===== src/rtl/id_ex_stage_reg.sv =====
// -----------------------------------------------------------------------------
// id_ex_stage_reg
//
// Purpose:
//   Decode -> execute pipeline register with hazard control. Captures the
//   decoded instruction fields (pc, imm, rs1/rs2/rd, write-enable, load flag,
//   2-bit forward control code) and presents them to EX and the downstream
//   forwarding unit one cycle later. Inserts one bubble on a load-use hazard,
//   FLUSH_BUBBLES bubbles on a taken branch/jump, and holds while EX is not
//   ready.
//
// Parameters:
//   XLEN            width of pc / imm
//   FLUSH_BUBBLES   bubbles inserted per flush (legal range 1..7)
//
// Optional feature (macro STALL_COUNTER_EN):
//   When defined, o_bubble_count counts bubbles inserted because of a hazard
//   or a flush (wraps at 2^32). When undefined the port and counter are absent.
//
// Ports:
//   clk              in   rising-edge clock
//   rst_n            in   synchronous active-low reset
//   i_id_*           in   decode-stage instruction fields
//   i_flush          in   branch/jump taken in EX
//   i_ex_ready       in   EX accepts a new instruction this cycle
//   o_stall_id       out  combinational: hold fetch/decode this cycle
//   o_ex_*           out  registered instruction fields presented to EX
//   o_bubble_count   out  bubble counter (STALL_COUNTER_EN only)
// -----------------------------------------------------------------------------
module id_ex_stage_reg #(
  parameter int XLEN          = 32,
  parameter int FLUSH_BUBBLES = 1
) (
  input  logic            clk,
  input  logic            rst_n,
  input  logic            i_id_valid,
  input  logic [XLEN-1:0] i_id_pc,
  input  logic [XLEN-1:0] i_id_imm,
  input  logic [4:0]      i_id_rs1,
  input  logic [4:0]      i_id_rs2,
  input  logic [4:0]      i_id_rd,
  input  logic            i_id_uses_rs1,
  input  logic            i_id_uses_rs2,
  input  logic            i_id_reg_we,
  input  logic            i_id_is_load,
  input  logic [1:0]      i_id_fwd_ctrl,
  input  logic            i_flush,
  input  logic            i_ex_ready,
  output logic            o_stall_id,
  output logic            o_ex_valid,
  output logic [XLEN-1:0] o_ex_pc,
  output logic [XLEN-1:0] o_ex_imm,
  output logic [4:0]      o_ex_rs1,
  output logic [4:0]      o_ex_rs2,
  output logic [4:0]      o_ex_rd,
  output logic            o_ex_reg_we,
  output logic            o_ex_is_load,
  output logic [1:0]      o_ex_fwd_ctrl
`ifdef STALL_COUNTER_EN
  ,
  output logic [31:0]     o_bubble_count
`endif
);

  typedef enum logic [1:0] {
    ST_RUN        = 2'd0,
    ST_LOAD_STALL = 2'd1,
    ST_FLUSH      = 2'd2
  } state_t;

  // What the pipeline register does on the coming edge.
  typedef enum logic [1:0] {
    ACT_HOLD    = 2'd0,
    ACT_ADVANCE = 2'd1,
    ACT_BUBBLE  = 2'd2
  } act_t;

  localparam logic [2:0] FLUSH_RELOAD = 3'(FLUSH_BUBBLES - 1);
  localparam bit         FLUSH_MULTI  = (FLUSH_BUBBLES > 1);

  state_t          r_state;
  state_t          w_state_next;
  logic [2:0]      r_flush_cnt;
  logic [2:0]      w_flush_cnt_next;
  act_t            w_act;
  logic            w_stall_id;
  logic            w_count_bubble;
  logic            w_hazard;
  logic            w_load;
  logic            w_clear;

  logic            r_ex_valid;
  logic [XLEN-1:0] r_ex_pc;
  logic [XLEN-1:0] r_ex_imm;
  logic [4:0]      r_ex_rs1;
  logic [4:0]      r_ex_rs2;
  logic [4:0]      r_ex_rd;
  logic            r_ex_reg_we;
  logic            r_ex_is_load;
  logic [1:0]      r_ex_fwd_ctrl;

  // Load in EX whose destination is read by the instruction in decode.
  // x0 is never a real dependency.
  assign w_hazard = i_id_valid & r_ex_valid & r_ex_is_load & (r_ex_rd != 5'd0)
                  & ((i_id_uses_rs1 & (i_id_rs1 == r_ex_rd))
                   | (i_id_uses_rs2 & (i_id_rs2 == r_ex_rd)));

  // Priority: flush > back-pressure > hazard > advance (reset is in always_ff).
  always_comb begin
    w_state_next     = r_state;
    w_flush_cnt_next = r_flush_cnt;
    w_act            = ACT_ADVANCE;
    w_stall_id       = 1'b0;
    w_count_bubble   = 1'b0;
    if (i_flush) begin
      // Flush kills the decode slot even if EX is stalled.
      w_act          = ACT_BUBBLE;
      w_count_bubble = 1'b1;
      if (FLUSH_MULTI) begin
        w_state_next     = ST_FLUSH;
        w_flush_cnt_next = FLUSH_RELOAD;
      end else begin
        w_state_next     = ST_RUN;
        w_flush_cnt_next = 3'd0;
      end
    end else if (!i_ex_ready) begin
      w_act      = ACT_HOLD;
      w_stall_id = 1'b1;
    end else begin
      unique case (r_state)
        ST_FLUSH: begin
          // Decode still holds a wrong-path instruction: squash it.
          w_act            = ACT_BUBBLE;
          w_count_bubble   = 1'b1;
          w_flush_cnt_next = r_flush_cnt - 3'd1;
          if (r_flush_cnt <= 3'd1) begin
            w_state_next     = ST_RUN;
            w_flush_cnt_next = 3'd0;
          end
        end
        ST_LOAD_STALL: begin
          // Hazard masked: the bubble already covers the load latency.
          w_act        = ACT_ADVANCE;
          w_state_next = ST_RUN;
        end
        default: begin
          if (w_hazard) begin
            w_act          = ACT_BUBBLE;
            w_stall_id     = 1'b1;
            w_count_bubble = 1'b1;
            w_state_next   = ST_LOAD_STALL;
          end else begin
            w_act        = ACT_ADVANCE;
            w_state_next = ST_RUN;
          end
        end
      endcase
    end
  end

  // An advancing empty decode slot is captured as a clean bubble too.
  assign w_load  = (w_act == ACT_ADVANCE) & i_id_valid;
  assign w_clear = (w_act == ACT_BUBBLE) | ((w_act == ACT_ADVANCE) & ~i_id_valid);

  always_ff @(posedge clk) begin
    if (!rst_n) begin
      r_state     <= ST_RUN;
      r_flush_cnt <= 3'd0;
    end else begin
      r_state     <= w_state_next;
      r_flush_cnt <= w_flush_cnt_next;
    end
  end

  always_ff @(posedge clk) begin
    if (!rst_n || w_clear) begin
      r_ex_valid    <= 1'b0;
      r_ex_pc       <= '0;
      r_ex_imm      <= '0;
      r_ex_rs1      <= 5'd0;
      r_ex_rs2      <= 5'd0;
      r_ex_rd       <= 5'd0;
      r_ex_reg_we   <= 1'b0;
      r_ex_is_load  <= 1'b0;
      r_ex_fwd_ctrl <= 2'b00;
    end else if (w_load) begin
      r_ex_valid    <= 1'b1;
      r_ex_pc       <= i_id_pc;
      r_ex_imm      <= i_id_imm;
      r_ex_rs1      <= i_id_rs1;
      r_ex_rs2      <= i_id_rs2;
      r_ex_rd       <= i_id_rd;
      r_ex_reg_we   <= i_id_reg_we;
      r_ex_is_load  <= i_id_is_load;
      r_ex_fwd_ctrl <= i_id_fwd_ctrl;
    end
  end

`ifdef STALL_COUNTER_EN
  logic [31:0] r_bubble_count;

  always_ff @(posedge clk) begin
    if (!rst_n) begin
      r_bubble_count <= 32'd0;
    end else if (w_count_bubble) begin
      r_bubble_count <= r_bubble_count + 32'd1;
    end
  end

  assign o_bubble_count = r_bubble_count;
`endif

  assign o_stall_id    = w_stall_id;
  assign o_ex_valid    = r_ex_valid;
  assign o_ex_pc       = r_ex_pc;
  assign o_ex_imm      = r_ex_imm;
  assign o_ex_rs1      = r_ex_rs1;
  assign o_ex_rs2      = r_ex_rs2;
  assign o_ex_rd       = r_ex_rd;
  assign o_ex_reg_we   = r_ex_reg_we;
  assign o_ex_is_load  = r_ex_is_load;
  assign o_ex_fwd_ctrl = r_ex_fwd_ctrl;

endmodule


===== config.mk =====
export PLATFORM = sky130hd
export DESIGN_NAME = id_ex_stage_reg
export DESIGN_NICKNAME = d
export VERILOG_FILES = /design/src/rtl/id_ex_stage_reg.sv
export SDC_FILE = /design/constraint.sdc
export NUM_CORES = 1
export LEC_CHECK = 0
export BUFFER_PORTS_ARGS = -buffer_cell sky130_fd_sc_hd__buf_4
export CAP_MARGIN = 20
export CORE_MARGIN = 5
export CORE_UTILIZATION = 45
export CTS_BUF_LIST = sky130_fd_sc_hd__clkbuf_4 sky130_fd_sc_hd__clkbuf_8
export DETAILED_ROUTE_END_ITERATION = 8
export MAX_ROUTING_LAYER = met4
export PLACE_DENSITY = 0.73
export SETUP_SLACK_MARGIN = 0.2
export SLEW_MARGIN = 30
export SYNTH_ARGS = -nofsm -noshare
export SYNTH_HDL_FRONTEND = slang
export SYNTH_SLANG_ARGS = --single-unit

===== constraint.sdc =====
create_clock -name clk -period 1.84 [get_ports clk]
set_clock_uncertainty 0.1 [all_clocks]
set_input_delay 0.092 -clock clk [delete_from_list [all_inputs] [get_ports clk]]
set_output_delay 0.092 -clock clk [all_outputs]
set_load 0.005 [all_outputs]

==> results_dict.tcl <==
set metrics [dict create \
    path_cells "xor2_4 > nor4_4 > buf_4 > buf_6 > a22oi_2 > o21ai_4 > buf_12 > buf_12 > buf_16 > a211oi_1" \
    fin_crit_ns 2.13 \
    max_freq_ghz 0.470 \
    critPathArrivalTime_ns 2.29 \
    net-switching-power_mw 1.39 \
    hold_viol 0 \
    hp-class "input port to flop" \
    clockBufferDepth 2 \
    row_count 42 \
    layout-drive-gt1-share_pct 39.5 \
    grt_pass1_wl_mm 38.6 \
    core_sq_um 13100 \
    ys_seq_elements 85 \
    avgRoutedWirePerCell_um 23.3 \
    netSwitchingFraction_pct 30.9 \
    drv_cap 0 \
    timing_max_transition_violations_final 0 \
    io_buffer_count 174 \
    cts.clk_slew.worst_paths_ns 0.09 \
    seq_area_frac_synth_pct 28.6 \
    pwr-share-clk_pct 32.4 \
    fillers 1055 \
    tightest_slew_ns 0.501 \
    rsz0062_at_grt "yes" \
    tritoncts "built" \
    fin_ws_ns -0.287 \
    layout.nets 971 \
    fin_crit_sh_pct 116 \
    drt_iter0_drc 995 \
    cp.buffers_inverters 5 \
    synth_top_family_by_area "compound AO/OA/AOI/OAI gates" \
    synth_compound_area_share_pct 51.2 \
    antenna_found_initial 0 \
    root_buffer "clkbuf_8" \
    slowest_delay_ns 0.38 \
    synth_mux_area_share_pct 0 \
    critPathLaunchType "flop" \
    avgSynthCellArea_sq_um 8.02 \
    cts_buffers 9 \
    crit_required_ns 2.00 \
    insertion_delay_ns 0.38 \
    yosysUniqueCellTypes 32 \
    syn_inst 742 \
    p_int_mw 3.11 \
    start_util_pct 45.5 \
    grt_pass1_vias 7388 \
    gp_congestion 0.907 \
    area_growth_pct 44.5 \
    ant_nets 0 \
    vias_per_cell 7.27 \
    worstSetupPathType "flop to flop" \
    die_x_um 125 \
    vias 7701 \
    final_core_util_pct 65.7 \
    vdd_drop_max_v 0.000614 \
    pin_count 175 \
    drc_errors 1 \
    track_usage_pct 29.9 \
    critPathSlowestCell "dfxtp_4" \
    synthXorXnorAreaFrac_pct 1.47 \
    routed_wl_mm 24.7 \
    synth-adder-area-share_pct 0 \
    yosysWarnings 0 \
    dp_hpwl_mm 13.8 \
    violations "DRC, setup timing" \
    fin_total_pwr_mw 4.50 \
    setup_viol 85 \
    die_area_sq_um 15600 \
    die_h_um 125 \
    netlist_area_sq_um 5950 \
    sequentialPowerShare_pct 42.3 \
    ctsHtreeMaxLevel 3 \
    grt_max_degree 65 \
    yosys.area_share.simple_pct 8.83 \
    antennaDiodeCount 0 \
    p_per_area_nw_per_um2 523 \
    whs_ns 0.0207 \
    synth_nets 832 \
    path_common_cell "buf_12" \
    cts_sinks 85 \
    p_comb_share_pct 25.3 \
    critPathCaptureType "flop" \
    critPathMaxFanout 7 \
    grt_overflow 0 \
    status "finished, violations left" \
    cp_top_family "buffers and inverters" \
    slew_headroom_pct 66.6 \
    leakagePower_nw 3.02 \
    dr.pass1.iters 7 \
]
## registers in the layout, summed over array words and instances (netlist names)
| name | cells |
|---|---|
| o_ex_fwd_ctrl | 2 |
| o_ex_imm | 32 |
| o_ex_is_load | 1 |
| o_ex_pc | 32 |
| o_ex_rd | 5 |
| o_ex_reg_we | 1 |
| o_ex_rs1 | 5 |
| o_ex_rs2 | 5 |
| o_ex_valid | 1 |
| r_state | 1 |
## power groups by stage
stage	clock (mW)	sequential [mW]	combinational [mW]
floorplan	0	1.95	0.533
global placement	0	1.95	0.941
detailed placement	0	1.95	0.967
CTS	1.46	1.91	1.07
global route	1.54	1.91	1.20
finish	1.46	1.91	1.14
## placed cells by master, fill, tap and decap left out, drive strengths merged
cell	synthesis	routed
clkbuf	59	16
nor2	2	2
nor3	1	1
a311oi	82	82
a211oi	83	83
o21ai	166	166
a22oi	1	1
inv	2	2
nand2	2	2
nand4b	1	1
nand2b	2	2
a22o	1	1
dlygate4sd3	0	2
nor4	2	2
a21oi	4	4
bufinv	0	1
a221oi	82	82
o211ai	1	1
buf	68	250
and2	2	2
nor2b	1	1
xor2	8	8
dfxtp	85	85
xnor2	2	2
o211a	1	1
nand3	84	84
## area by class of cell
type / count / area [sq um] / area share [%]
inverter: 2 / 7.51 / 0.0873
tap: 176 / 220 / 2.56
multi-input combinational: 528 / 4000 / 46.5
clock inverter: 1 / 30.0 / 0.349
sequential: 85 / 1720 / 20.0
timing repair buffer: 255 / 2460 / 28.6
clock buffer: 13 / 173 / 2.01
## logic make-up after synthesis
kind of cell           count (synthesis)
AND/OR/NAND/NOR                       97
buffers and inverters                129
XOR/XNOR                              10
AO/OA/AOI/OAI                        421
flip-flops                            85
## cell usage after synthesis, drive strengths merged
master / instances / area share (%)
o21ai: 166 / 14
dfxtp: 85 / 29
nand3: 84 / 7.1
a211oi: 83 / 12
a221oi: 82 / 12
a311oi: 82 / 12
buf: 68 / 6.1
clkbuf: 59 / 3.7
xor2: 8 / 1.2
a21oi: 4 / 0.40
and2: 2 / 0.25
inv: 2 / 0.13
nand2: 2 / 0.13
nand2b: 2 / 0.21
nor2: 2 / 0.13
nor4: 2 / 0.71
xnor2: 2 / 0.29
a22o: 1 / 0.17
a22oi: 1 / 0.21
nand4b: 1 / 0.15
nor2b: 1 / 0.11
nor3: 1 / 0.084
o211a: 1 / 0.17
o211ai: 1 / 0.13
## per-stage QoR
stage | cell area [sq um] | instances | TNS [ns] | setup slack (ns)
floorplan | 6080 | 742 | 0 | 0.0503
global placement | 7700 | 1023 | -10.0 | -0.149
detailed placement | 7700 | 1023 | -11.16 | -0.173
CTS | 8360 | 1055 | -18.34 | -0.269
global route | 8600 | 1060 | -24.84 | -0.345
finish | 8600 | 1060 | -19.42 | -0.287
## worst min-delay path, delay by kind of cell
family,cells,cell delay [ns]
AND/OR/NAND/NOR,1,0.10
AO/OA/AOI/OAI,1,0.06
buffers and inverters,1,0.20
## final timing paths
path | end | cells after the start | from | slack, ns
worst max register to register | o_ex_pc[1] | 10 | o_ex_rd[2] | -0.29
worst min register to register | r_state[0] | 2 | r_state[0] | 0.37
worst min-delay path | r_state[0] | 3 | i_ex_ready | 0.02
worst max-delay path | o_ex_pc[1] | 10 | o_ex_rd[2] | -0.29
## per-layer routing
layer | track usage (%) | up-vias | part of all wire [%]
met5 | - | - | 0
met4 | 13.6 | 0 | 3.0
met3 | 8.66 | 86 | 13
met2 | 44.4 | 645 | 46
met1 | 37.6 | 3641 | 38
li1 | - | 3329 | -
## timing repair
| item | CTS | global route |
|---|---|---|
| endpoints found under the setup margin | 86 | 86 |
| gates cloned | 6 | 3 |
| pin swaps | 12 | 38 |
| hold endpoints to repair | 5 | 0 |
| hold buffers | 2 | 0 |
| resized for setup | 35 | 32 |
| setup buffers | 10 | 2 |
(Power assumes the default switching activity.)
